**config.mk**
```make
export PLATFORM = sky130hd
export DESIGN_NAME = stream_fifo
export DESIGN_NICKNAME = d
export VERILOG_FILES = /design/src/rtl/stream_fifo.sv
export SDC_FILE = /design/constraint.sdc
export NUM_CORES = 1
export LEC_CHECK = 0
export BUFFER_PORTS_ARGS = -buffer_cell sky130_fd_sc_hd__buf_4
export CORE_MARGIN = 2
export CORE_UTILIZATION = 57
export DETAILED_ROUTE_END_ITERATION = 7
export PLACE_DENSITY = 0.85
export SYNTH_ARGS = -nofsm -noshare
export SYNTH_HDL_FRONTEND = slang
export SYNTH_SLANG_ARGS = --single-unit
```
**constraint.sdc**
```tcl
create_clock -name clk -period 3.3 [get_ports clk]
set_clock_uncertainty 0.05 [all_clocks]
set_input_delay 0.165 -clock clk [delete_from_list [all_inputs] [get_ports clk]]
set_output_delay 0.165 -clock clk [all_outputs]
set_load 0.005 [all_outputs]
```
**src/rtl/stream_fifo.sv**
```systemverilog
// First-word-fall-through valid/ready FIFO with registered occupancy count.
// Define STREAM_FIFO_SUM_CHECK_EN to elaborate the running checksum of stored words on 'sum'.
module stream_fifo #(
    parameter int DATA_W = 9,
    parameter int DEPTH  = 8
) (
    input  logic                     clk,
    input  logic                     rst,
    input  logic                     flush,
    input  logic                     in_valid,
    output logic                     in_ready,
    input  logic [DATA_W-1:0]        in_data,
    output logic                     out_valid,
    input  logic                     out_ready,
    output logic [DATA_W-1:0]        out_data,
    output logic [$clog2(DEPTH):0]   count,
    output logic [15:0]              sum
);

    localparam int ADDR_W = $clog2(DEPTH);
    localparam logic [ADDR_W:0] FullCount = (ADDR_W + 1)'(DEPTH);

    // Pointer wrap relies on natural overflow, so only power-of-two depths are legal.
    if ((DEPTH < 2) || ((DEPTH & (DEPTH - 1)) != 0)) begin : g_depthCheck
        $error("stream_fifo: DEPTH must be a power of two and at least 2");
    end

    logic [DATA_W-1:0] mem [DEPTH];

    logic [ADDR_W-1:0] wrPtr_q, wrPtr_d;
    logic [ADDR_W-1:0] rdPtr_q, rdPtr_d;
    logic [ADDR_W:0]   count_q, count_d;

    logic push;
    logic pop;
    logic clearState;

    assign in_ready   = (count_q != FullCount);
    assign out_valid  = (count_q != '0);
    assign out_data   = mem[rdPtr_q];
    assign count      = count_q;

    assign clearState = rst | flush;
    assign push       = in_valid & in_ready & ~clearState;
    assign pop        = out_valid & out_ready & ~clearState;

    always_comb begin
        wrPtr_d = wrPtr_q;
        rdPtr_d = rdPtr_q;
        count_d = count_q;
        if (clearState) begin
            wrPtr_d = '0;
            rdPtr_d = '0;
            count_d = '0;
        end else begin
            if (push) begin
                wrPtr_d = wrPtr_q + ADDR_W'(1);
            end
            if (pop) begin
                rdPtr_d = rdPtr_q + ADDR_W'(1);
            end
            if (push && !pop) begin
                count_d = count_q + (ADDR_W + 1)'(1);
            end else if (pop && !push) begin
                count_d = count_q - (ADDR_W + 1)'(1);
            end
        end
    end

    always_ff @(posedge clk) begin
        if (rst) begin
            wrPtr_q <= '0;
            rdPtr_q <= '0;
            count_q <= '0;
        end else begin
            wrPtr_q <= wrPtr_d;
            rdPtr_q <= rdPtr_d;
            count_q <= count_d;
        end
    end

    // Storage is deliberately left uncleared by rst/flush; stale words sit behind the pointers.
    always_ff @(posedge clk) begin
        if (push) begin
            mem[wrPtr_q] <= in_data;
        end
    end

`ifdef STREAM_FIFO_SUM_CHECK_EN
    logic [15:0] sum_q, sum_d;

    function automatic logic [15:0] sumUpdate(
        input logic [15:0]       cur,
        input logic              doPush,
        input logic              doPop,
        input logic [DATA_W-1:0] pushWord,
        input logic [DATA_W-1:0] popWord
    );
        logic [15:0] acc;
        acc = cur;
        if (doPush) begin
            acc = acc + 16'(pushWord);
        end
        if (doPop) begin
            acc = acc - 16'(popWord);
        end
        return acc;
    endfunction

    always_comb begin
        sum_d = sumUpdate(sum_q, push, pop, in_data, out_data);
        if (clearState) begin
            sum_d = '0;
        end
    end

    always_ff @(posedge clk) begin
        if (rst) begin
            sum_q <= '0;
        end else begin
            sum_q <= sum_d;
        end
    end

    assign sum = sum_q;
`else
    assign sum = 16'd0;
`endif

endmodule

```
# After elaboration in Yosys (flattened, before gate mapping)
# Memory sizes are Yosys's and may differ from the RTL's. A register that Yosys moved wholly into a read port is not among the register bits.
# Index checks and enable logic that the tools add are counted.
dict set report classes {
  bitwise_logic 6
  muxes 6
  n_addsub 4
  n_shift 0
  reduce_logical 7
  div_mod_pow 0
  mul 0
  n_eq_ne 1
  n_lt_le_gt_ge 0
}
# cell count
set op_table {}
lappend op_table {{two-way mux 4 bit} 2}
lappend op_table {{adder 3 x 1 -> 3 bit (second input constant)} 2}
lappend op_table {{two-way mux 3 bit} 2}
lappend op_table {{adder 4 x 1 -> 4 bit (second input constant)} 1}
lappend op_table {{AND 1 bit} 4}
lappend op_table {{inequality test 4 bit (second input constant)} 1}
lappend op_table {{nonzero test 4 bit} 1}
lappend op_table {{subtractor 4 x 1 -> 4 bit (second input constant)} 1}
lappend op_table {{logical AND 1 bit} 2}
lappend op_table {{logical NOT 1 bit} 2}
lappend op_table {{two-way mux 1 bit} 2}
lappend op_table {{nonzero test 2 bit} 1}
lappend op_table {{OR reduction 2 bit} 1}
lappend op_table {{NOT 1 bit} 1}
lappend op_table {{bitwise OR 1 bit} 1}
dict set report word_totals {
  ramBits 72
  inputBits 14
  latch_bits 0
  register_bits 10
  rom_bits 0
  memories 1
  out_inout_bits 31
}
# name depth width read_ports rd_clocked_by_memory_dff write_ports line
set memory_table {}
lappend memory_table {mem 8 9 1 1 1 28} ;# logic [DATA_W-1:0] mem [DEPTH];

# Depth between registers and ports, before layout
# Gate-level depths: netlist (run 1).
dict set report depth {
  ltp_word 7
  mapped_depth 11
  ltp_nobuf 10
}

# Worst setup path before layout (run 1)
# No wires, ideal clock.
dict set report synth_path {
  path_type {register to register}
  startpoint {register count_q[1], in the netlist count[1]}
  endpoint {register count_q[3], in the netlist count[3]}
  stages_incl_launch_ff 12
  slack_ns 0.784
  synth_period_minus_slack_ns 2.516
  arrival_ns 2.350
  path_cell_list {dfxtp_1 > or4b_1 > clkbuf_2 > nand2_1 > nor2_1 > ha_1 > inv_1 > ha_1 > a21oi_1 > a211o_1 > a211oi_1 > a31o_2}
}
dict set report synth_via {
  elab_chain_cells 6
}
# item line
set synth_rtl {}
lappend synth_rtl {{start, declared} 32} ;# logic [ADDR_W:0] count_q, count_d;
lappend synth_rtl {{start signal, assigned} 78} ;# count_q <= count_d;
lappend synth_rtl {{inequality test 4 bit (*)} 38} ;# assign in_ready = (count_q != FullCount);
lappend synth_rtl {{via in_ready} 11} ;# output logic in_ready,
lappend synth_rtl {{AND 1 bit (*) (2 in a row)} 44} ;# assign push = in_valid & in_ready & ~clearState;
lappend synth_rtl {{via push} 34} ;# logic push;
lappend synth_rtl {{logical NOT 1 bit} 64} ;# end else if (pop && !push) begin
lappend synth_rtl {{logical AND 1 bit} 64}
lappend synth_rtl {{nonzero test 2 bit (no line)} --}
# The timed path passes the listed nets; every way through them passes the cells marked *. The select of a mux whose other input is x is not followed.
# A chain may end at the register's enable or synchronous reset.

# Worst setup path after layout (run 1)
dict set report layout_path {
  startpoint {register count_q[1], in the netlist count[1]}
  endpoint {register count_q[3], in the netlist count[3]}
}
dict set report layout_via {
  elab_chain_cells 6
}
# item line
set layout_rtl {}
lappend layout_rtl {{inequality test 4 bit (*)} 38}
lappend layout_rtl {{AND 1 bit (*) (2 in a row)} 44}
lappend layout_rtl {{via push} 34}
lappend layout_rtl {{logical NOT 1 bit} 64}
lappend layout_rtl {{logical AND 1 bit} 64}
lappend layout_rtl {{nonzero test 2 bit (no line)} --}
# Marks and branches as above.

==> results of run 1 <==
-- registers in the layout (all words and copies together), names as in the netlist, named ones only --
name / count
mem: 72
count: 4
rdPtr_q: 3
wrPtr_q: 3
-- worst max-delay path, stage by stage, from the launching register on --
cell and delay [ps]:
dfxtp_1 370, or4b_1 620, nand2_1 170, nor2_1 60, ha_1 220, inv_1 130, ha_1 290, a21oi_1 210
nand3_1 130, a211oi_1 250, a31o_2 130
-- timing repair --
item / 4_1_cts / 5_1_grt
hold buffers: 7 / 0
endpoints found under the hold margin: 48 / 0
endpoints found under the setup margin: 0 / 0
gates resized for setup: 0 / 0
-- through the flow --
stage / worst slack, ps / instances / util (%)
2_1_floorplan: 784 / 214 / -
3_3_place_gp: 734 / 301 / 63.6
3_5_place_dp: 639 / 301 / 63.6
4_1_cts: 631 / 323 / 67.8
5_1_grt: 420 / 323 / 67.8
6_report: 613 / 323 / 67.8
-- worst max-delay path by stage --
stage          cells after the start  slack (ps)        to  startpoint
3_3_place_gp                      10         730  count[3]    count[1]
5_1_grt                           10         420  count[3]    count[1]
4_1_cts                           10         630  count[3]    count[1]
2_1_floorplan                     11         780  count[3]    count[1]
3_5_place_dp                      10         640  count[3]    count[1]
6_report                          10         610  count[3]    count[1]
-- cell families (layout without fill, tap and decap cells) --
group                      after synthesis  after routing  synth area share (%)
adders and majority gates                6              6                  2.32
muxes                                   28             28                  16.4
AOI/OAI and AO/OA                        7              7                  1.27
DFF                                     85             85                  68.0
xor gates and xnor gates                 6              6                  1.48
buffers and inverters                   26             60                  5.16
and+or+nand+nor                         40             40                  5.24
other                                    1             16                 0.105
-- power groups by stage --
stage / logic, mW / clock network [mW] / registers, mW
finish: 0.0957 / 0.672 / 1.18
floorplan: 0.0612 / 0 / 1.20
CTS: 0.0957 / 0.686 / 1.17
global placement: 0.0857 / 0 / 1.20
detailed placement: 0.0884 / 0 / 1.20
global route: 0.106 / 0.730 / 1.18
-- synth_stat cells --
library cell  instances  area (um^2)
nand2b_1              2         12.5
nor3_1                2         10.0
clkbuf_1              4         15.0
nand4_1               1         6.26
buf_4                16          120
or2_2                 1         6.26
xor2_1                5         43.8
a21oi_1               4         20.0
or3_1                 1         6.26
ha_1                  5         62.6
a31o_2                1         8.76
conb_1                1         3.75
and2_1                1         6.26
fa_1                  1         20.0
nand3_1               7         35.0
a211oi_1              1         7.51
buf_6                 1         11.3
edfxtp_1             72         2160
nand2_1               5         18.8
mux2_2                9          101
inv_1                 1         3.75
or4_1                 1         7.51
buf_1                 1         3.75
clkbuf_2              1         5.00
nor2_1               18         67.6
dfxtp_1              13          260
mux4_1               18          473
a211o_1               1         8.76
buf_2                 1         5.00
or4b_1                1         10.0
buf_12                1         20.0
xnor2_1               1         8.76
mux2i_1               1         10.0
-- metal layers --
layer  part of all wire, %  global-route usage, %
met5                     0                      0
met4                  0.77                   6.71
met3                   5.3                   4.87
met2                    52                   31.0
met1                    42                   22.7
-- cell type report --
type | count | area share, %
Clock buffer | 10 | 3.14
Tap cell | 75 | 2.31
Clock inverter | 5 | 1.29
Inverter | 1 | 0.0925
Timing Repair Buffer | 44 | 8.57
Multi-Input combinational cell | 103 | 24.9
Sequential cell | 85 | 59.7
==> qor.yml, run 1 <==
status:
  status: "complete, no violations"
synthesis:
  syn_area_um2: 3560
  synth.yosys.seq_area_share_pct: 68.0
  ys_ff_latch: 85
  ys_types: 33
  postSynthAreaPerCell_um2: 17.9
  synthCells: 199
  synth_warnings: 0
cells_and_area:
  final_common_cell: "edfxtp_1"
  final_cell_mix: "edfxtp_1, buf_4, nor2_1, mux4_1, conb_1"
  stdcell_area_um2: 4060
  drive_gt1_share_pct: 24.6
  fillers: 390
  seq_area_um2: 2420
  multi_input_area_um2: 1010
  diodes: 0
  syn2layout_area_growth_pct: 14.0
  finalNetCount: 264
timing:
  slew-limit-headroom_pct: 28.3
  worstMarginPinSlew_ps: 1070
  finalHoldViolations: 0
  setup_viol: 0
  slew_viol_final: 0
  finalCritPeriodShare_pct: 81.4
  clock.fmax_mhz: 372
  period_minus_slack_ps: 2690
  whs_ps: 12.0
  grt_setup_unrepaired: "no"
  finalSetupTns_ps: 0
cts:
  post_cts_buffers: 0
  cts_buffers: 9
  cts-root-buf: "clkbuf_8"
  path_clk_slew_ps: 80
  htreeDepth: 3
  clk_latency_ps: 340
  cts.sinks: 85
  cts_tree: "yes"
  clock_path_buffers: 2
worst_setup_path:
  crit_fanout: 6
  r2r_end: "count[3]"
  r2r_cells: 10
  worstPathRequired_ps: 3540
  cp-start-kind: "register"
  r2r_slack_ps: 610
  crit_path_end_kind: "register"
  worst_ep_arrival_time_ps: 2930
  rr_startpoint: "count[1]"
  path_class: "reg -> reg"
min_path:
  min-delay-start: "in_data[7]"
  hold_depth: 1
  hold_class: "in -> reg"
  holdPathEnd: "mem[5][7]"
routing:
  detail-route-antenna-nets: 0
  wl_per_cell_um: 18.1
  drtIter0Drc: 175
  wl_um: 5850
  via_per_inst: 5.54
  vias: 1790
  drcViolationCount: 0
  first_pass_iters: 4
floorplanning:
  die_y_um: 83.0
  start_util_pct: 59.4
  coreArea_um2: 5990
  num_rows: 28
  die_area_um2: 6900
  dieWidth_um: 83.0
  pin_count: 45
power:
  leakagePower_nw: 1.44
  p_sw_share_pct: 19.7
  seq_power_share_pct: 60.5
  comb_power_share_pct: 4.9
  ir_drop_v: 0.000260
  p_clk_share_pct: 34.6
  intPower_mw: 1.56
  power_mw: 1.94
  powerDensity_nw_per_um2: 479
  p_sw_mw: 0.383
global_routing:
  grt_usage_pct: 18.3
  grt_start_max_net_pins: 19
  overflow: 0
  grt_antenna_before_repair: 0
  grt_pass1_wl_um: 9430
  grt_pass1_vias: 1788
place:
  routabilityCongestion: 0.743
  place_area_um2: 3810
  dp_hpwl_um: 3810
  io_buffers: 28
flow_run:
  maxCapViolCount: 0
No activity file was read; power rests on OpenSTA's default activity.
==> run 2: changes to the inputs <==
Settings changed: CORE_UTILIZATION 57 to 51, PLACE_DENSITY 0.85 to 0.8.
Clock period 3.3 ns to 2.4 ns, I/O delays scaled along.
==> run 2 against run 1 <==
  * Worst hold slack gained 35 ps
  * Routed wire length grew 0.79%
  * Clock power grew 34%
  * Sequential share of layout area shrank 1.9 points
  * Sequential power rose by 36%
  * Total power rose by 37%
  * Critical path depth decreased by 1
  * Fmax is 14% higher
  * Critical endpoint unchanged
  * Largest cell class unchanged
==> qor.yml, run 2 (synthesis gave the netlist of run 1 again) <==
worst_setup_path:
  cp_slowest_stage_delay_ps: 550  # was 620 ps
  crit_end: "count[3]"  # unchanged
  critPathSlowestCell: "or4_4"  # was or4b_1
  path_class: "reg -> reg"  # unchanged
  crit_start: "count[1]"  # unchanged
  crit_fanout: 4  # was 6
  rr_startpoint: "count[1]"  # unchanged
  worst_ep_arrival_time_ps: 2610  # was 2930 ps
  crit_path_end_kind: "register"  # unchanged
  path_cells: "or4_4, nand3_2, ha_2, inv_2, ha_4, nand3_1, a211o_1, a211oi_2, a31o_2"  # was or4b_1, nand2_1, nor2_1, ha_1, inv_1, ha_1, a21oi_1, nand3_1, a211oi_1, a31o_2
  worstPathRequired_ps: 2640  # was 3540 ps
  r2r_slack_ps: 30  # was 610 ps
  cp-start-kind: "register"  # unchanged
  r2r_end: "count[3]"  # unchanged
  r2r_cells: 9  # was 10
cells_and_area:
  stdcell_area_um2: 4200  # was 4060 um^2
  largest_reg_flops: 72  # unchanged
  finalNetCount: 271  # was 264
  syn2layout_area_growth_pct: 17.8  # was 14.0%
  diodes: 0  # unchanged
  final_cell_mix: "edfxtp_1, buf_4, nor2_1, mux4_1, conb_1"  # unchanged
  stdcell_count: 352  # was 323
  drive_gt1_share_pct: 31.6  # was 24.6%
  final_common_cell: "edfxtp_1"  # unchanged
  largest_register: "mem"  # unchanged
place:
  place_inst: 326  # was 301
  routabilityCongestion: 0.744  # was 0.743
  io_buffers: 28  # unchanged
  place_area_um2: 3880  # was 3810 um^2
  dp_hpwl_um: 3630  # was 3810 um
routing:
  first_pass_iters: 4  # unchanged
  vias: 1792  # was 1790
  wl_um: 5900  # was 5850 um
  wl_per_cell_um: 16.8  # was 18.1 um
  drcViolationCount: 0  # unchanged
  via_per_inst: 5.09  # was 5.54
  drtIter0Drc: 139  # was 175
  detail-route-antenna-nets: 0  # unchanged
global_routing:
  grt_start_max_net_pins: 19  # unchanged
  grt_antenna_before_repair: 0  # unchanged
  grt_pass1_wl_um: 8880  # was 9430 um
  grt_usage_pct: 16.4  # was 18.3%
  grt_pass1_vias: 1747  # was 1788
  overflow: 0  # unchanged
floorplanning:
  pin_count: 45  # unchanged
  coreArea_um2: 6790  # was 5990 um^2
  die_y_um: 87.6  # was 83.0 um
  die_area_um2: 7670  # was 6900 um^2
  num_rows: 30  # was 28
  dieWidth_um: 87.6  # was 83.0 um
  start_util_pct: 52.4  # was 59.4%
min_path:
  hold_class: "in -> reg"  # unchanged
timing:
  finalCritPeriodShare_pct: 98.6  # was 81.4%
  finalHoldViolations: 0  # unchanged
  slew_viol_final: 0  # unchanged
  clock.fmax_mhz: 422  # was 372 MHz
  worstMarginPinSlew_ps: 945  # was 1070 ps
  period_minus_slack_ps: 2370  # was 2690 ps
  finalSetupTns_ps: 0  # unchanged
  setup_viol: 0  # unchanged
  slew-limit-headroom_pct: 36.8  # was 28.3%
status:
  status: "complete, no violations"  # unchanged
cts:
  cts.sinks: 85  # unchanged
  clk_latency_ps: 340  # about the same
  cts_tree: "yes"  # unchanged
  clock_path_buffers: 2  # unchanged
  htreeDepth: 3  # unchanged
  cts-root-buf: "clkbuf_8"  # unchanged
  cts_buffers: 9  # unchanged
  path_clk_slew_ps: 90  # was 80 ps
power:
  ir_drop_v: 0.000337  # was 0.000260 V
  powerDensity_nw_per_um2: 636  # was 479 nW/um^2
  power_mw: 2.67  # was 1.94 mW
  leakagePower_nw: 1.47  # was 1.44 nW
flow_run:
  maxCapViolCount: 0  # unchanged
==> run 2: cell types whose count changed in the layout (fill, tap and decap cells not counted), moves of 2 or more <==
cell,previous run,this run
clkinv_2,2,0
dfxtp_1,13,11
nand3_2,0,2
clkinvlp_4,0,2
dfxtp_2,0,2
nand3_1,7,5
ha_1,5,3
buf_4,37,42
inv_6,0,2
clkinv_4,1,3
dlygate4sd3_1,7,9
==> run 2: worst min-delay path by stage <==
stage,cells after the start,endpoint,from
finish,3,rdPtr_q[1],out_ready
global route,3,rdPtr_q[1],out_ready
CTS,3,wrPtr_q[1],in_valid
detailed placement,1,mem[6][3],in_data[3]
global placement,1,mem[0][5],in_data[5]
floorplan,0,mem[0][0],in_data[0]
==> run 2: metrics by stage <==
stage                     hold slack, ps  worst slack [ps]  util [%]
after global routing                41.2             -32.3      61.8
after floorplan                      169              8.16         -
after CTS                           19.8              55.5      61.2
after detailed placement             310              93.0      57.2
final                               46.6              32.6      61.8
after global placement               301               117      57.2
==> run 2: critical path: cells and delay by family (launching register included) <==
family | cells | cell delay, ps
buffers and inverters | 1 | 60
and+or+nand+nor | 3 | 760
AOI/OAI and AO/OA | 3 | 650
DFF | 1 | 340
adders and majority gates | 2 | 460
==> run 2: final cells by class <==
| cell class | instances | area [um^2] |
|---|---|---|
| inverter | 1 | 3.75 |
| sequential | 85 | 2420 |
| clock buffer | 9 | 124 |
| clock inverter | 7 | 58.8 |
| multi-input combinational | 103 | 1060 |
| timing repair buffer | 51 | 405 |
| fill | 491 | 2600 |
| tap | 96 | 120 |
==> run 2: metal layers <==
metal / wire length (um) / GRT usage, %
met5: 0 / 0
met4: 73 / 7.55
met3: 153 / 3.49
met2: 2950 / 26.7
met1: 2720 / 21.2
==> run 2: power breakdown <==
group / leakage [nW] / total (mW) / internal [mW] / switching (mW)
logic: 0.627 / 0.152 / 0.0788 / 0.0734
clock network: 0.0864 / 0.902 / 0.388 / 0.515
registers: 0.755 / 1.61 / 1.61 / 0.00648
==> run 2: what timing repair did <==
| item | in CTS | in global routing |
|---|---|---|
| hold endpoints to repair | 72 | 0 |
| setup buffers | 0 | 1 |
| hold buffers | 9 | 0 |
| setup endpoints to repair | 0 | 1 |
| resized for setup | 0 | 9 |
